--- src/rtl/id_ex_hazard_pipe_if.sv ---
// ---------------------------------------------------------------------------
// id_ex_hazard_pipe_if
// Bundle between the ID stage (decoder + register file) and the ID/EX
// pipeline register.
//
// Handshake: id_valid marks a real instruction on the id_* fields. stall is
// the back-pressure: while stall=1 the upstream stages (PC, IF/ID) hold, so
// the same ID instruction is presented again on the next cycle. ex_valid
// marks a real instruction on the ex_* fields; ex_valid=0 is a bubble.
//
// Modports:
//   master - ID side: drives id_*, flush; observes stall, ex_*, bubble_count
//   slave  - pipeline register: the reverse directions
// ---------------------------------------------------------------------------
interface id_ex_hazard_pipe_if #(
    parameter int DATA_W = 32,
    parameter int REG_W  = 5,
    parameter int CNT_W  = 16
);
    // ID side
    logic              id_valid;
    logic              flush;
    logic              id_mem_to_reg;
    logic              id_jump;
    logic              id_mem_to_write;
    logic [2:0]        id_alu_op;
    logic              id_reg_write;
    logic              id_reg_dst;
    logic              id_branch;
    logic              id_mem_read;
    logic              id_alu_src;
    logic [DATA_W-1:0] id_rs_data;
    logic [DATA_W-1:0] id_rt_data;
    logic [DATA_W-1:0] id_imm;
    logic [DATA_W-1:0] id_pc4;
    logic [REG_W-1:0]  id_rs;
    logic [REG_W-1:0]  id_rt;
    logic [REG_W-1:0]  id_rd;
    logic [5:0]        id_funct;

    // Hazard / EX side
    logic              stall;
    logic              ex_valid;
    logic              ex_mem_to_reg;
    logic              ex_jump;
    logic              ex_mem_to_write;
    logic [2:0]        ex_alu_op;
    logic              ex_reg_write;
    logic              ex_reg_dst;
    logic              ex_branch;
    logic              ex_mem_read;
    logic              ex_alu_src;
    logic [DATA_W-1:0] ex_rs_data;
    logic [DATA_W-1:0] ex_rt_data;
    logic [DATA_W-1:0] ex_imm;
    logic [DATA_W-1:0] ex_pc4;
    logic [REG_W-1:0]  ex_rs;
    logic [REG_W-1:0]  ex_rt;
    logic [REG_W-1:0]  ex_rd;
    logic [5:0]        ex_funct;
    logic [CNT_W-1:0]  bubble_count;

    modport master (
        output id_valid, flush, id_mem_to_reg, id_jump, id_mem_to_write,
               id_alu_op, id_reg_write, id_reg_dst, id_branch, id_mem_read,
               id_alu_src, id_rs_data, id_rt_data, id_imm, id_pc4,
               id_rs, id_rt, id_rd, id_funct,
        input  stall, ex_valid, ex_mem_to_reg, ex_jump, ex_mem_to_write,
               ex_alu_op, ex_reg_write, ex_reg_dst, ex_branch, ex_mem_read,
               ex_alu_src, ex_rs_data, ex_rt_data, ex_imm, ex_pc4,
               ex_rs, ex_rt, ex_rd, ex_funct, bubble_count
    );

    modport slave (
        input  id_valid, flush, id_mem_to_reg, id_jump, id_mem_to_write,
               id_alu_op, id_reg_write, id_reg_dst, id_branch, id_mem_read,
               id_alu_src, id_rs_data, id_rt_data, id_imm, id_pc4,
               id_rs, id_rt, id_rd, id_funct,
        output stall, ex_valid, ex_mem_to_reg, ex_jump, ex_mem_to_write,
               ex_alu_op, ex_reg_write, ex_reg_dst, ex_branch, ex_mem_read,
               ex_alu_src, ex_rs_data, ex_rt_data, ex_imm, ex_pc4,
               ex_rs, ex_rt, ex_rd, ex_funct, bubble_count
    );
endinterface

--- src/rtl/id_ex_hazard_pipe.sv ---
// ---------------------------------------------------------------------------
// id_ex_hazard_pipe
// ID/EX pipeline register with load-use hazard detection.
//   - Latches decoder controls, operands, immediate, PC+4 and register
//     addresses into EX one clock after they are presented.
//   - Raises a combinational stall when the instruction in ID reads the
//     destination of a load sitting in EX, and inserts a one-cycle bubble.
//   - Flush (branch taken / jump) and invalid ID also produce bubbles; only
//     hazard bubbles are counted, in a saturating counter.
//
// Ports:
//   clk - rising-edge clock
//   rst - asynchronous active-high reset
//   bus - id_ex_hazard_pipe_if.slave (ID inputs, stall, ex_* outputs,
//         bubble_count)
// ---------------------------------------------------------------------------
module id_ex_hazard_pipe #(
    parameter int DATA_W = 32,
    parameter int REG_W  = 5,
    parameter int CNT_W  = 16
) (
    input logic                clk,
    input logic                rst,
    id_ex_hazard_pipe_if.slave bus
);

    typedef struct packed {
        logic       mem_to_reg;
        logic       jump;
        logic       mem_to_write;
        logic [2:0] alu_op;
        logic       reg_write;
        logic       reg_dst;
        logic       branch;
        logic       mem_read;
        logic       alu_src;
    } ctrl_t;

    ctrl_t             id_ctrl;
    logic              uses_rt;
    logic              hazard;

    logic              ex_valid_d,     ex_valid_q;
    ctrl_t             ctrl_d,         ctrl_q;
    logic [DATA_W-1:0] rs_data_d,      rs_data_q;
    logic [DATA_W-1:0] rt_data_d,      rt_data_q;
    logic [DATA_W-1:0] imm_d,          imm_q;
    logic [DATA_W-1:0] pc4_d,          pc4_q;
    logic [REG_W-1:0]  rs_d,           rs_q;
    logic [REG_W-1:0]  rt_d,           rt_q;
    logic [REG_W-1:0]  rd_d,           rd_q;
    logic [5:0]        funct_d,        funct_q;
    logic [CNT_W-1:0]  bubble_count_d, bubble_count_q;

    always_comb begin
        id_ctrl = '{
            mem_to_reg:   bus.id_mem_to_reg,
            jump:         bus.id_jump,
            mem_to_write: bus.id_mem_to_write,
            alu_op:       bus.id_alu_op,
            reg_write:    bus.id_reg_write,
            reg_dst:      bus.id_reg_dst,
            branch:       bus.id_branch,
            mem_read:     bus.id_mem_read,
            alu_src:      bus.id_alu_src
        };

        // rt is a source unless the instruction writes rt from an immediate
        // (I-type ALU ops and loads). Stores have RegWrite=0, so rt counts.
        uses_rt = ~bus.id_alu_src | ~bus.id_reg_write;

        // A load into $0 produces nothing a consumer could wait on. Jumps
        // read no registers in EX, so they never wait on a load.
        hazard = ex_valid_q & ctrl_q.mem_to_reg & (rt_q != '0) &
                 bus.id_valid & ~bus.id_jump &
                 ((rt_q == bus.id_rs) | (uses_rt & (rt_q == bus.id_rt)));

        // Defaults: bubble with data fields following ID (don't-care when
        // ex_valid=0), counter unchanged.
        ex_valid_d     = 1'b0;
        ctrl_d         = '0;
        rs_data_d      = bus.id_rs_data;
        rt_data_d      = bus.id_rt_data;
        imm_d          = bus.id_imm;
        pc4_d          = bus.id_pc4;
        rs_d           = bus.id_rs;
        rt_d           = bus.id_rt;
        rd_d           = bus.id_rd;
        funct_d        = bus.id_funct;
        bubble_count_d = bubble_count_q;

        if (bus.flush) begin
            // Squashed instruction: bubble, not a hazard bubble.
        end else if (hazard) begin
            if (bubble_count_q != '1) begin
                bubble_count_d = bubble_count_q + CNT_W'(1);
            end
        end else if (bus.id_valid) begin
            ex_valid_d = 1'b1;
            ctrl_d     = id_ctrl;
        end
    end

    always_ff @(posedge clk or posedge rst) begin
        if (rst) begin
            ex_valid_q     <= 1'b0;
            ctrl_q         <= '0;
            rs_data_q      <= '0;
            rt_data_q      <= '0;
            imm_q          <= '0;
            pc4_q          <= '0;
            rs_q           <= '0;
            rt_q           <= '0;
            rd_q           <= '0;
            funct_q        <= '0;
            bubble_count_q <= '0;
        end else begin
            ex_valid_q     <= ex_valid_d;
            ctrl_q         <= ctrl_d;
            rs_data_q      <= rs_data_d;
            rt_data_q      <= rt_data_d;
            imm_q          <= imm_d;
            pc4_q          <= pc4_d;
            rs_q           <= rs_d;
            rt_q           <= rt_d;
            rd_q           <= rd_d;
            funct_q        <= funct_d;
            bubble_count_q <= bubble_count_d;
        end
    end

    // Flush wins over a hazard: the consumer is being squashed anyway.
    assign bus.stall           = hazard & ~bus.flush & ~rst;
    assign bus.ex_valid        = ex_valid_q;
    assign bus.ex_mem_to_reg   = ctrl_q.mem_to_reg;
    assign bus.ex_jump         = ctrl_q.jump;
    assign bus.ex_mem_to_write = ctrl_q.mem_to_write;
    assign bus.ex_alu_op       = ctrl_q.alu_op;
    assign bus.ex_reg_write    = ctrl_q.reg_write;
    assign bus.ex_reg_dst      = ctrl_q.reg_dst;
    assign bus.ex_branch       = ctrl_q.branch;
    assign bus.ex_mem_read     = ctrl_q.mem_read;
    assign bus.ex_alu_src      = ctrl_q.alu_src;
    assign bus.ex_rs_data      = rs_data_q;
    assign bus.ex_rt_data      = rt_data_q;
    assign bus.ex_imm          = imm_q;
    assign bus.ex_pc4          = pc4_q;
    assign bus.ex_rs           = rs_q;
    assign bus.ex_rt           = rt_q;
    assign bus.ex_rd           = rd_q;
    assign bus.ex_funct        = funct_q;
    assign bus.bubble_count    = bubble_count_q;

endmodule

--- src/flat_wrapper.sv ---
// flat-port wrapper written by rule: the top's interface ports become plain ports
module id_ex_hazard_pipe_flat 
#(
    parameter int DATA_W = 32,
    parameter int REG_W  = 5,
    parameter int CNT_W  = 16
)
  (clk, rst, bus_id_valid, bus_flush, bus_id_mem_to_reg, bus_id_jump, bus_id_mem_to_write, bus_id_alu_op, bus_id_reg_write, bus_id_reg_dst, bus_id_branch, bus_id_mem_read, bus_id_alu_src, bus_id_rs_data, bus_id_rt_data, bus_id_imm, bus_id_pc4, bus_id_rs, bus_id_rt, bus_id_rd, bus_id_funct, bus_stall, bus_ex_valid, bus_ex_mem_to_reg, bus_ex_jump, bus_ex_mem_to_write, bus_ex_alu_op, bus_ex_reg_write, bus_ex_reg_dst, bus_ex_branch, bus_ex_mem_read, bus_ex_alu_src, bus_ex_rs_data, bus_ex_rt_data, bus_ex_imm, bus_ex_pc4, bus_ex_rs, bus_ex_rt, bus_ex_rd, bus_ex_funct, bus_bubble_count);
  id_ex_hazard_pipe_if #(.DATA_W(DATA_W), .REG_W(REG_W), .CNT_W(CNT_W)) bus_i ();
  input logic clk;
  input logic rst;
  input wire logic [$bits(bus_i.id_valid)-1:0] bus_id_valid;
  input wire logic [$bits(bus_i.flush)-1:0] bus_flush;
  input wire logic [$bits(bus_i.id_mem_to_reg)-1:0] bus_id_mem_to_reg;
  input wire logic [$bits(bus_i.id_jump)-1:0] bus_id_jump;
  input wire logic [$bits(bus_i.id_mem_to_write)-1:0] bus_id_mem_to_write;
  input wire logic [$bits(bus_i.id_alu_op)-1:0] bus_id_alu_op;
  input wire logic [$bits(bus_i.id_reg_write)-1:0] bus_id_reg_write;
  input wire logic [$bits(bus_i.id_reg_dst)-1:0] bus_id_reg_dst;
  input wire logic [$bits(bus_i.id_branch)-1:0] bus_id_branch;
  input wire logic [$bits(bus_i.id_mem_read)-1:0] bus_id_mem_read;
  input wire logic [$bits(bus_i.id_alu_src)-1:0] bus_id_alu_src;
  input wire logic [$bits(bus_i.id_rs_data)-1:0] bus_id_rs_data;
  input wire logic [$bits(bus_i.id_rt_data)-1:0] bus_id_rt_data;
  input wire logic [$bits(bus_i.id_imm)-1:0] bus_id_imm;
  input wire logic [$bits(bus_i.id_pc4)-1:0] bus_id_pc4;
  input wire logic [$bits(bus_i.id_rs)-1:0] bus_id_rs;
  input wire logic [$bits(bus_i.id_rt)-1:0] bus_id_rt;
  input wire logic [$bits(bus_i.id_rd)-1:0] bus_id_rd;
  input wire logic [$bits(bus_i.id_funct)-1:0] bus_id_funct;
  output wire logic [$bits(bus_i.stall)-1:0] bus_stall;
  output wire logic [$bits(bus_i.ex_valid)-1:0] bus_ex_valid;
  output wire logic [$bits(bus_i.ex_mem_to_reg)-1:0] bus_ex_mem_to_reg;
  output wire logic [$bits(bus_i.ex_jump)-1:0] bus_ex_jump;
  output wire logic [$bits(bus_i.ex_mem_to_write)-1:0] bus_ex_mem_to_write;
  output wire logic [$bits(bus_i.ex_alu_op)-1:0] bus_ex_alu_op;
  output wire logic [$bits(bus_i.ex_reg_write)-1:0] bus_ex_reg_write;
  output wire logic [$bits(bus_i.ex_reg_dst)-1:0] bus_ex_reg_dst;
  output wire logic [$bits(bus_i.ex_branch)-1:0] bus_ex_branch;
  output wire logic [$bits(bus_i.ex_mem_read)-1:0] bus_ex_mem_read;
  output wire logic [$bits(bus_i.ex_alu_src)-1:0] bus_ex_alu_src;
  output wire logic [$bits(bus_i.ex_rs_data)-1:0] bus_ex_rs_data;
  output wire logic [$bits(bus_i.ex_rt_data)-1:0] bus_ex_rt_data;
  output wire logic [$bits(bus_i.ex_imm)-1:0] bus_ex_imm;
  output wire logic [$bits(bus_i.ex_pc4)-1:0] bus_ex_pc4;
  output wire logic [$bits(bus_i.ex_rs)-1:0] bus_ex_rs;
  output wire logic [$bits(bus_i.ex_rt)-1:0] bus_ex_rt;
  output wire logic [$bits(bus_i.ex_rd)-1:0] bus_ex_rd;
  output wire logic [$bits(bus_i.ex_funct)-1:0] bus_ex_funct;
  output wire logic [$bits(bus_i.bubble_count)-1:0] bus_bubble_count;
  assign bus_i.id_valid = bus_id_valid;
  assign bus_i.flush = bus_flush;
  assign bus_i.id_mem_to_reg = bus_id_mem_to_reg;
  assign bus_i.id_jump = bus_id_jump;
  assign bus_i.id_mem_to_write = bus_id_mem_to_write;
  assign bus_i.id_alu_op = bus_id_alu_op;
  assign bus_i.id_reg_write = bus_id_reg_write;
  assign bus_i.id_reg_dst = bus_id_reg_dst;
  assign bus_i.id_branch = bus_id_branch;
  assign bus_i.id_mem_read = bus_id_mem_read;
  assign bus_i.id_alu_src = bus_id_alu_src;
  assign bus_i.id_rs_data = bus_id_rs_data;
  assign bus_i.id_rt_data = bus_id_rt_data;
  assign bus_i.id_imm = bus_id_imm;
  assign bus_i.id_pc4 = bus_id_pc4;
  assign bus_i.id_rs = bus_id_rs;
  assign bus_i.id_rt = bus_id_rt;
  assign bus_i.id_rd = bus_id_rd;
  assign bus_i.id_funct = bus_id_funct;
  assign bus_stall = bus_i.stall;
  assign bus_ex_valid = bus_i.ex_valid;
  assign bus_ex_mem_to_reg = bus_i.ex_mem_to_reg;
  assign bus_ex_jump = bus_i.ex_jump;
  assign bus_ex_mem_to_write = bus_i.ex_mem_to_write;
  assign bus_ex_alu_op = bus_i.ex_alu_op;
  assign bus_ex_reg_write = bus_i.ex_reg_write;
  assign bus_ex_reg_dst = bus_i.ex_reg_dst;
  assign bus_ex_branch = bus_i.ex_branch;
  assign bus_ex_mem_read = bus_i.ex_mem_read;
  assign bus_ex_alu_src = bus_i.ex_alu_src;
  assign bus_ex_rs_data = bus_i.ex_rs_data;
  assign bus_ex_rt_data = bus_i.ex_rt_data;
  assign bus_ex_imm = bus_i.ex_imm;
  assign bus_ex_pc4 = bus_i.ex_pc4;
  assign bus_ex_rs = bus_i.ex_rs;
  assign bus_ex_rt = bus_i.ex_rt;
  assign bus_ex_rd = bus_i.ex_rd;
  assign bus_ex_funct = bus_i.ex_funct;
  assign bus_bubble_count = bus_i.bubble_count;
  id_ex_hazard_pipe #(.DATA_W(DATA_W), .REG_W(REG_W), .CNT_W(CNT_W)) u_core (.clk(clk), .rst(rst), .bus(bus_i));
endmodule
--- config.mk ---
export PLATFORM = sky130hd
export DESIGN_NAME = id_ex_hazard_pipe_flat
export DESIGN_NICKNAME = d
export VERILOG_FILES = /design/src/rtl/id_ex_hazard_pipe_if.sv /design/src/rtl/id_ex_hazard_pipe.sv /design/src/flat_wrapper.sv
export SDC_FILE = /design/constraint.sdc
export NUM_CORES = 1
export LEC_CHECK = 0
export ABC_AREA = 1
export BUFFER_PORTS_ARGS = -buffer_cell sky130_fd_sc_hd__buf_2
export CORE_AREA = 2 2 131 133
export CTS_CLUSTER_SIZE = 30
export DETAILED_ROUTE_END_ITERATION = 8
export DIE_AREA = 0 0 133 135
export PLACE_DENSITY = 0.63
export SYNTH_ARGS = -nofsm -noshare
export SYNTH_HDL_FRONTEND = slang
export SYNTH_SLANG_ARGS = --single-unit
--- constraint.sdc ---
create_clock -name clk -period 6.2 [get_ports clk]
set_input_delay 0.31 -clock clk [delete_from_list [all_inputs] [get_ports clk]]
set_output_delay 0.31 -clock clk [all_outputs]
set_load 0.01 [all_outputs]
* Word level (Yosys, flattened, before mapping)
Cells that the tools add are included. Widths: inputs -> output; s select.
Storage, ports and cells: ROM bits 0, memories kept 0, input bits 164, latch bits 0, RAM bits 0, logic and storage cells 46, register bits after elaboration 177
Operators by class: reductions and logical operators 2, equality and inequality tests 3, $add $sub $neg 1, bitwise gates (word level) 15, multiply operators 0, multiplexer cells 6, magnitude comparators 0, div/mod/pow operators 0, shifts and indexed selects 0
Operators with widths (number):
- $mux 11 | 3
- $add 16x1->16 const B | 1
- $ne 16x16->1 const B | 1
- $eq 5x5->1 | 2
- $and 1x1->1 | 8
- $not 1->1 | 5
- $reduce_bool 5->1 | 1
- $mux 1 | 3
- $reduce_and 3->1 | 1
- $or 1x1->1 | 2

* Longest topological paths before layout
Gate-level depths: netlist (run 1).
word-level depth 7, depth in mapped cells 10, depth with buffers taken out 9

* Worst setup path before layout (run 1)
OpenSTA, ideal clock, no wires.
path kind register to register, start point register u_core.bubble_count_q[0], in the netlist u_core.bus.bubble_count[0], end point register u_core.bubble_count_q[0], in the netlist u_core.bus.bubble_count[0], arrival 1.565 ns, path slack 4.518 ns, stages on the path, launching flop included 11, cells stage by stage dfrtp_1 ha_1 nand3_1 inv_2 nand2_2 nor2_4 nor2_4 nand3_4 buf_6 nand2_1 nand2_1
Between the ends: word-level cells in the longest chain between the ends 2, elaborated cells between the ends (all ways) 3, those cells by class add/sub (1); eq/ne (1); reduce/logical (1)
RTL lines:
- start, declared | RTL line id_ex_hazard_pipe.sv:53 | logic [CNT_W-1:0] bubble_count_d, bubble_count_q;
- start signal, assigned | RTL line id_ex_hazard_pipe.sv:128 | bubble_count_q <= bubble_count_d;
- parallel branches: the longest is 2 deep, another holds $add 16x1->16
Parallel ways; which one is timed is not known. A chain may end at the register's enable or synchronous reset.

* Final worst setup path (run 1)
start point input port bus_id_rt[3], end point output port bus_stall
Between the ends: word-level cells in the longest chain between the ends 6
RTL lines:
- start, declared | RTL line flat_wrapper.sv:28 | input wire logic [$bits(bus_i.id_rt)-1:0] bus_id_rt;
- $eq 5x5->1 | RTL line id_ex_hazard_pipe.sv:76 | ((rt_q == bus.id_rs) | (uses_rt & (rt_q == bus.id_rt)));
- $and 1x1->1 | RTL line id_ex_hazard_pipe.sv:76
- $or 1x1->1 | RTL line id_ex_hazard_pipe.sv:76
- $and 1x1->1 | RTL line id_ex_hazard_pipe.sv:75 | bus.id_valid & ~bus.id_jump &
- $and 1x1->1 (2 in a row) | RTL line id_ex_hazard_pipe.sv:133 | assign bus.stall = hazard & ~bus.flush & ~rst;
- end, declared | RTL line flat_wrapper.sv:31 | output wire logic [$bits(bus_i.stall)-1:0] bus_stall;
Every way passes these cells.

==> results of run 1 <==
worst paths after layout:
kind / start / endpoint / slack, ns / depth (start not counted)
setup reg to reg: u_core.bus.bubble_count[0] / u_core.bus.bubble_count[8] / 4.22 / 9
min in group asynchronous: rst / u_core.bus.ex_rs[0] / 0.07 / 2
hold / removal: bus_id_rs[0] / u_core.bus.ex_rs[0] / 0.03 / 1
max in group asynchronous: rst / u_core.bus.ex_rt_data[22] / 4.72 / 3
setup / recovery: bus_id_rt[3] / bus_stall / 3.86 / 10
hold reg to reg: u_core.bus.bubble_count[1] / u_core.bus.bubble_count[1] / 0.55 / 2
per-stage QoR:
step                hold WS, ns  instances
global placement          0.417        955
CTS                    0.000899       1127
detailed placement        0.419        955
global route            0.00217       1128
floorplan                 0.341        398
finish                   0.0253       1128
worst register-to-register path, delay by kind of cell, from the launching register on:
kind | cells | cell delay (ns)
flops | 1 | 0.45
simple gates | 7 | 1.07
buf+inv | 1 | 0.07
fa+ha+maj | 1 | 0.28
kinds of logic after synthesis:
family	synth area share
DFF	0.815
and+or+nand+nor	0.135
buffers and inverters	0.0311
xor gates and xnor gates	0.0129
AOI/OAI and AO/OA	0.00276
adders and majority gates	0.00230
final cells by class:
| type | instances | area share |
|---|---|---|
| flip-flops and latches | 177 | 0.472 |
| repair buffers | 483 | 0.333 |
| multi-input cells | 179 | 0.0888 |
| clock buffers | 18 | 0.0457 |
| well taps | 220 | 0.0293 |
| clock inverters | 13 | 0.0156 |
| inverters | 37 | 0.0153 |
| diodes | 1 | 0.000267 |
report_power, final:
part | switching (uW) | internal, uW | total (uW)
registers | 15.8 | 1210 | 1220
clock network | 477 | 567 | 1040
logic | 123 | 136 | 259
repair_timing:
action                                 4_1_cts  5_1_grt
hold buffers                               141        0
buffers inserted                             0        0
endpoints found under the hold margin      141        0
routing by layer:
| metal | up-vias | routed length (um) |
|---|---|---|
| met4 | 0 | 526 |
| li1 | 2233 | - |
| met2 | 222 | 8830 |
| met1 | 2223 | 6670 |
| met5 | - | 0 |
| met3 | 34 | 1500 |
placed cells by master (no fill, tap or decap):
master         synthesis  routed
diode_2                0       1
xnor2_1                5       5
buf_2                  3     341
nand3_4                1       1
nor2_1                33      33
inv_8                  0       1
nor2_4                 3       3
ha_1                   1       1
o21ai_0                3       3
nand2_1               96      96
xor2_1                 3       3
clkinvlp_4             0       2
bufinv_16              0       1
dlygate4sd3_1          0     141
clkinv_8               0       2
inv_6                  0       6
nand4_1               22      22
nand2_2                2       2
inv_2                  2       2
nand3_1                8       8
clkinv_4               0       1
clkinv_2               0       1
inv_1                 35      34
buf_4                  0       1
nor3_1                 2       2
clkbuf_1               0       1
dfrtp_1              177     177
clkbuf_16              0      17
==> metrics.json, run 1 <==
{
  "nFillCells": 1358,
  "slew_of_the_pin_with_the_lowest_slew_margin_ns": 0.929,
  "arrival_ns": 2.03,
  "global_route.peak_usage_layer": "met2",
  "fin_util": 0.572,
  "pnr_total_power_uw": 2530,
  "footprint_of_the_multi_input_gates_um2": 833,
  "pin_count": 342,
  "drc": 0,
  "drt_first_iter_violations": 259,
  "placed_cell_area_mm2": 0.00740,
  "rows": 47,
  "clkSinkCount": 177,
  "synth_top_cell_by_area": "dfrtp_1",
  "drive_above_1_share": 0.420,
  "worst_slack_ns": 3.86,
  "via_count_of_the_first_global_routing_pass": 4993,
  "outcome": "completed",
  "cts_tree": "built",
  "sum_of_negative_setup_slack_ns": 0,
  "core_area_mm2": 0.0164,
  "floorplan.die_area_mm2": 0.0180,
  "synth.most_common_cell": "dfrtp_1",
  "rsz_0062_raised_after_global_routing": "false",
  "synth_largest_type_area_fraction": 0.815,
  "yosys_warns": 0,
  "timing.max_cap.violations": 0,
  "clock_tree.root_cell": "clkbuf_16",
  "synthFlopType": "dfrtp_1",
  "setup_viol_count_final": 0,
  "gr_met1_demand_resource": 0.225,
  "timing.critical_path.mode_cell": "nand2_1",
  "synth_top_cells_by_count": "177 x dfrtp_1, 96 x nand2_1, 35 x inv_1",
  "final_net_count": 1060,
  "final_period_minus_worst_setup_slack_ns": 2.34,
  "globalRouteOverflowTotal": 0,
  "grt.total_usage": 0.199,
  "placement.io_buffers": 341,
  "global_route.usage.met3": 0.0747,
  "detailedRoute.firstPassIterationCount": 4,
  "source_to_sink_clock_delay_at_the_later_pin_of_the_worst_skew_pair_ns": 0.42,
  "drt.antenna.violating_nets": 0,
  "finClkSkew_ns": 0.00799,
  "place_worst_setup_slack_ns": 4.10,
  "via_count": 4712,
  "finalInstanceArea_mm2": 0.00939,
  "yosys.cell_types.count": 18,
  "post-route-period-util": 0.378,
  "largest_net_degree_at_the_start_of_global_routing": 107,
  "crit_fanout": 18,
  "syn_nets": 563,
  "initial_antenna_violation_count": 1,
  "irDropWorstVdd_mv": 0.177,
  "netlist_instances": 398,
  "synth_sequential_area_ratio": 0.815,
  "dp_hpwl_um": 11400,
  "cp_slowest_cell": "dlygate4sd3_1",
  "postRouteWirelength_um": 17500,
  "wl_per_cell_um": 15.5,
  "synth_area_per_cell_um2": 13.6,
  "worst_slew_margin_rel": 0.381,
  "cts_h_tree_lvls": 4,
  "slew_viol_final": 0,
  "cts_repair_resize_count": 0,
  "met2_usage": 0.339,
  "synth.cell_area_mm2": 0.00543,
  "max_stage_delay_ns": 0.54,
  "synth_enable_flop_cells": 0,
  "asr_flop_ratio_synth": 1.00,
  "max_freq_mhz": 427,
  "cp_top_family": "simple AND/OR/NAND/NOR gates",
  "final-hold-violation-count": 0,
  "worst-setup-path-type": "primary input to primary output",
  "grt_first_pass_wirelength_um": 26800,
  "crit_chain": "dlygate4sd3_1 -> buf_2 -> nand2_1 -> nand2_1 -> nor2_1 -> nand3_1 -> nand2_2 -> nand2_1 -> nor3_1 -> buf_2",
  "timing.critical_path.from_type": "primary input",
  "worstSetupEndpointType": "primary output",
  "hold_class": "primary input to register",
  "path_clk_slew_ns": 0.06,
  "num_cts_buffers": 17,
  "powerDensity_mw_per_mm2": 269,
  "worst-endpoint-required_ns": 5.89,
  "yosys-top-cells-area": "dfrtp_1 82%, nand2_1 6.6%, nand4_1 2.5%",
  "post_drt_via_cell_ratio": 4.18,
  "start_util": 0.331,
  "floorplan.die.width_um": 133,
  "ctsLongestPathBuffers": 2,
  "ys_seq_elements": 177,
  "chipHeight_um": 135,
  "number_of_buffers_and_inverters_on_the_critical_path": 3,
  "power_leakage_uw": 0.00492,
  "area.sequential_mm2": 0.00443,
  "routabilityCongestion": 0.841,
  "area_delta_synth_final_pct": 72.8
}
Note: power is estimated with default switching activity, not from simulation.
==> inputs of run 2 (changes only) <==
==> constraint.sdc (replaced) <==
create_clock -name clk -period 2.21 [get_ports clk]
set_input_delay 0.1105 -clock clk [delete_from_list [all_inputs] [get_ports clk]]
set_output_delay 0.1105 -clock clk [all_outputs]
set_load 0.01 [all_outputs]
==> metrics.json, run 2 (synthesis results as in run 1) <==
{
  "antennaDiodeCount": {"value": 0, "change": "was 1"},
  "timing.max_cap.violations": {"value": 0, "change": "unchanged"},
  "timing.critical_path.mode_cell": {"value": "nand2_1", "change": "unchanged"},
  "cp_top_family": {"value": "simple AND/OR/NAND/NOR gates", "change": "unchanged"},
  "pin_count": {"value": 342, "change": "unchanged"},
  "gr_met1_demand_resource": {"value": 0.219, "change": "was 0.225"},
  "cts_h_tree_lvls": {"value": 4, "change": "unchanged"},
  "via_count_of_the_first_global_routing_pass": {"value": 5165, "change": "was 4993"},
  "post_layout_instance_count_excluding_filler_cells": {"value": 1153, "change": "was 1128"},
  "chipHeight": {"value": 135, "unit": "um", "change": "unchanged"},
  "regToRegStartpoint": {"value": "u_core.bus.bubble_count[0]", "change": "unchanged"},
  "drive_above_1_share": {"value": 0.413, "change": "was 0.420"},
  "path_clk_slew": {"value": 0.07, "unit": "ns", "change": "was 0.06 ns"},
  "power.combinational.fraction": {"value": 0.107, "change": "was 0.103"},
  "cts_tree": {"value": "built", "change": "unchanged"},
  "ctsLongestPathBuffers": {"value": 2, "change": "unchanged"},
  "worst-setup-path-type": {"value": "register to primary output", "change": "was primary input to primary output"},
  "reg2reg_to": {"value": "u_core.bus.bubble_count[8]", "change": "unchanged"},
  "slew_viol_final": {"value": 0, "change": "unchanged"},
  "largest_net_degree_at_the_start_of_global_routing": {"value": 107, "change": "unchanged"},
  "clkSinkCount": {"value": 177, "change": "unchanged"},
  "worst_slew_margin_rel": {"value": 0.620, "change": "was 0.381"},
  "floorplan.die_area": {"value": 0.0180, "unit": "mm^2", "change": "unchanged"},
  "global_route.usage.met3": {"value": 0.0747, "change": "unchanged"},
  "routabilityCongestion": {"value": 0.813, "change": "was 0.841"},
  "globalRouteOverflowTotal": {"value": 0, "change": "unchanged"},
  "final-hold-violation-count": {"value": 0, "change": "unchanged"},
  "internal_power": {"value": 5430, "unit": "uW", "change": "was 1910 uW"},
  "clock_tree.root_cell": {"value": "clkbuf_16", "change": "unchanged"},
  "drt_first_iter_violations": {"value": 167, "change": "was 259"},
  "postRouteWirelength": {"value": 17500, "unit": "um", "change": "about the same"},
  "worst-r2r-setup-slack": {"value": 0.36, "unit": "ns", "change": "was 4.22 ns"},
  "area_delta_synth_final": {"value": 77.9, "unit": "%", "change": "was 72.8%"},
  "crit_fanout": {"value": 18, "change": "unchanged"},
  "timing.critical_path.from_type": {"value": "register", "change": "was primary input"},
  "number_of_buffers_and_inverters_on_the_critical_path": {"value": 2, "change": "was 3"},
  "outcome": {"value": "completed", "change": "unchanged"},
  "setup_viol_count_final": {"value": 0, "change": "unchanged"},
  "power_leakage": {"value": 0.00505, "unit": "uW", "change": "was 0.00492 uW"},
  "source_to_sink_clock_delay_at_the_later_pin_of_the_worst_skew_pair": {"value": 0.43, "unit": "ns", "change": "was 0.42 ns"},
  "post_drt_via_cell_ratio": {"value": 4.16, "change": "was 4.18"},
  "rows": {"value": 47, "change": "unchanged"},
  "hold_class": {"value": "primary input to register", "change": "unchanged"},
  "min_to": {"value": "u_core.bus.bubble_count[15]", "change": "was u_core.bus.ex_rs[0]"},
  "post-route-period-util": 0.920,
  "global_route.peak_usage_layer": {"value": "met2", "change": "unchanged"},
  "cp_slowest_cell": {"value": "dfrtp_1", "change": "was dlygate4sd3_1"},
  "finalInstanceArea": {"value": 0.00966, "unit": "mm^2", "change": "was 0.00939 mm^2"},
  "mostFrequentLayoutCells": {"value": "341 x buf_2, 177 x dfrtp_1, 163 x dlygate4sd3_1", "change": "was 341 x buf_2, 177 x dfrtp_1, 141 x dlygate4sd3_1"},
  "slew_of_the_pin_with_the_lowest_slew_margin": {"value": 0.570, "unit": "ns", "change": "was 0.929 ns"},
  "arrival": {"value": 1.92, "unit": "ns", "change": "was 2.03 ns"},
  "irDropWorstVdd": {"value": 0.485, "unit": "mV", "change": "was 0.177 mV"},
  "p_sw_frac": {"value": 0.243, "change": "was 0.244"},
  "clock_network_power_share": {"value": 0.414, "change": "about the same"},
  "via_count": {"value": 4802, "change": "was 4712"},
  "crit_chain": {"value": "inv_1 -> nand2_1 -> nand2_1 -> nor2_1 -> nand3_1 -> nand2_4 -> nand2_1 -> nor3_1 -> buf_2", "change": "was dlygate4sd3_1 -> buf_2 -> nand2_1 -> nand2_1 -> nor2_1 -> nand3_1 -> nand2_2 -> nand2_1 -> nor3_1 -> buf_2"},
  "fin_hold_ws": {"value": 0.0810, "unit": "ns", "change": "was 0.0253 ns"},
  "rsz_0062_raised_after_global_routing": {"value": "false", "change": "unchanged"},
  "wl_per_cell": {"value": 15.2, "unit": "um", "change": "was 15.5 um"},
  "dp_hpwl": {"value": 11300, "unit": "um", "change": "was 11400 um"},
  "hold-path-cell-count": {"value": 4, "change": "was 1"},
  "cts_setup_buffers": {"value": 0, "change": "unchanged"},
  "finClkSkew": {"value": 0.0147, "unit": "ns", "change": "was 0.00799 ns"},
  "final_net_count": {"value": 1085, "change": "was 1060"},
  "num_cts_buffers": {"value": 17, "change": "unchanged"},
  "drc": {"value": 0, "change": "unchanged"},
  "powerDensity": {"value": 742, "unit": "mW/mm^2", "change": "was 269 mW/mm^2"},
  "power_switching": {"value": 1740, "unit": "uW", "change": "was 616 uW"},
  "hold_path_startpoint": {"value": "bus_flush", "change": "was bus_id_rs[0]"},
  "placed_cells_incl_taps": {"value": 958, "change": "was 955"},
  "worstRegToRegCells": {"value": 9, "change": "unchanged"},
  "placement.io_buffers": {"value": 341, "change": "unchanged"},
  "initial_antenna_violation_count": {"value": 0, "change": "was 1"},
  "drt.antenna.violating_nets": {"value": 0, "change": "unchanged"},
  "detailedRoute.firstPassIterationCount": {"value": 4, "change": "unchanged"},
  "start_util": {"value": 0.331, "change": "unchanged"},
  "nFillCells": {"value": 1272, "change": "was 1358"},
  "max_stage_delay": {"value": 0.38, "unit": "ns", "change": "was 0.54 ns"},
  "layout.cells.most_common": {"value": "buf_2", "change": "unchanged"},
  "placed_cell_area": {"value": 0.00744, "unit": "mm^2", "change": "was 0.00740 mm^2"},
  "seq_power_share": {"value": 0.479, "change": "was 0.484"},
  "max_freq_mhz": 492,
  "core_area": {"value": 0.0164, "unit": "mm^2", "change": "unchanged"},
  "worstSetupEndpointType": {"value": "primary output", "change": "unchanged"},
  "grt.total_usage": {"value": 0.198, "change": "was 0.199"},
  "floorplan.die.width": {"value": 133, "unit": "um", "change": "unchanged"},
  "sum_of_negative_setup_slack": {"value": 0, "unit": "ns", "change": "unchanged"},
  "worst-endpoint-required": {"value": 2.10, "unit": "ns", "change": "was 5.89 ns"},
  "final_period_minus_worst_setup_slack_ns": 2.03,
  "met2_usage": {"value": 0.343, "change": "was 0.339"},
  "grt_first_pass_wirelength": {"value": 26900, "unit": "um", "change": "was 26800 um"}
}
## run 2: through the flow
stage                     setup WS (ns)  utilization  power, uW
after floorplan                  -0.167            -       3670
after global placement            0.429        0.454       4010
after detailed placement          0.374        0.454       4020
after CTS                         0.122        0.589       7210
after global routing             0.0126        0.589       7460
final                             0.178        0.589       7170
## run 2: power by group through the flow
stage               clock network (uW)  registers, uW  logic [uW]
floorplan                            0           3570        95.3
global placement                     0           3480         527
detailed placement                   0           3490         531
CTS                               3030           3430         759
global route                      3190           3440         832
finish                            2970           3430         766
## run 2: worst min-delay path, cell delays in order
cell and delay [ns]:
buf_2 0.14, nor2_4 0.08, nand4_1 0.09, nand2_1 0.04
## run 2: what timing repair did
action	in CTS	in global routing
setup endpoints to repair	0	1
hold buffers	163	0
hold endpoints to repair	170	0
gates resized for setup	0	1
## run 2: metal layers
metal	vias to the layer above	part of all wire
li1	2282	-
met4	0	0.028
met2	232	0.50
met3	40	0.082
met5	-	0
met1	2248	0.39
## run 2: area by class of cell
cell class	instances	area (um^2)	share of cell area
inverter	37	143	0.0148
clock buffer	19	443	0.0458
multi-input combinational	179	838	0.0868
tap	220	275	0.0285
timing repair buffer	508	3390	0.351
clock inverter	13	139	0.0144
sequential	177	4430	0.458
## run 2: worst max-delay path by stage
stage,from,depth (start not counted),to
6_report,u_core.bus.ex_rt[3],9,bus_stall
5_1_grt,u_core.bus.ex_rt[2],9,bus_stall
2_1_floorplan,rst,1,u_core.bus.bubble_count[0]
3_3_place_gp,u_core.bus.bubble_count[0],9,u_core.bus.bubble_count[14]
4_1_cts,u_core.bus.ex_rt[3],9,bus_stall
3_5_place_dp,u_core.bus.bubble_count[0],9,u_core.bus.bubble_count[13]
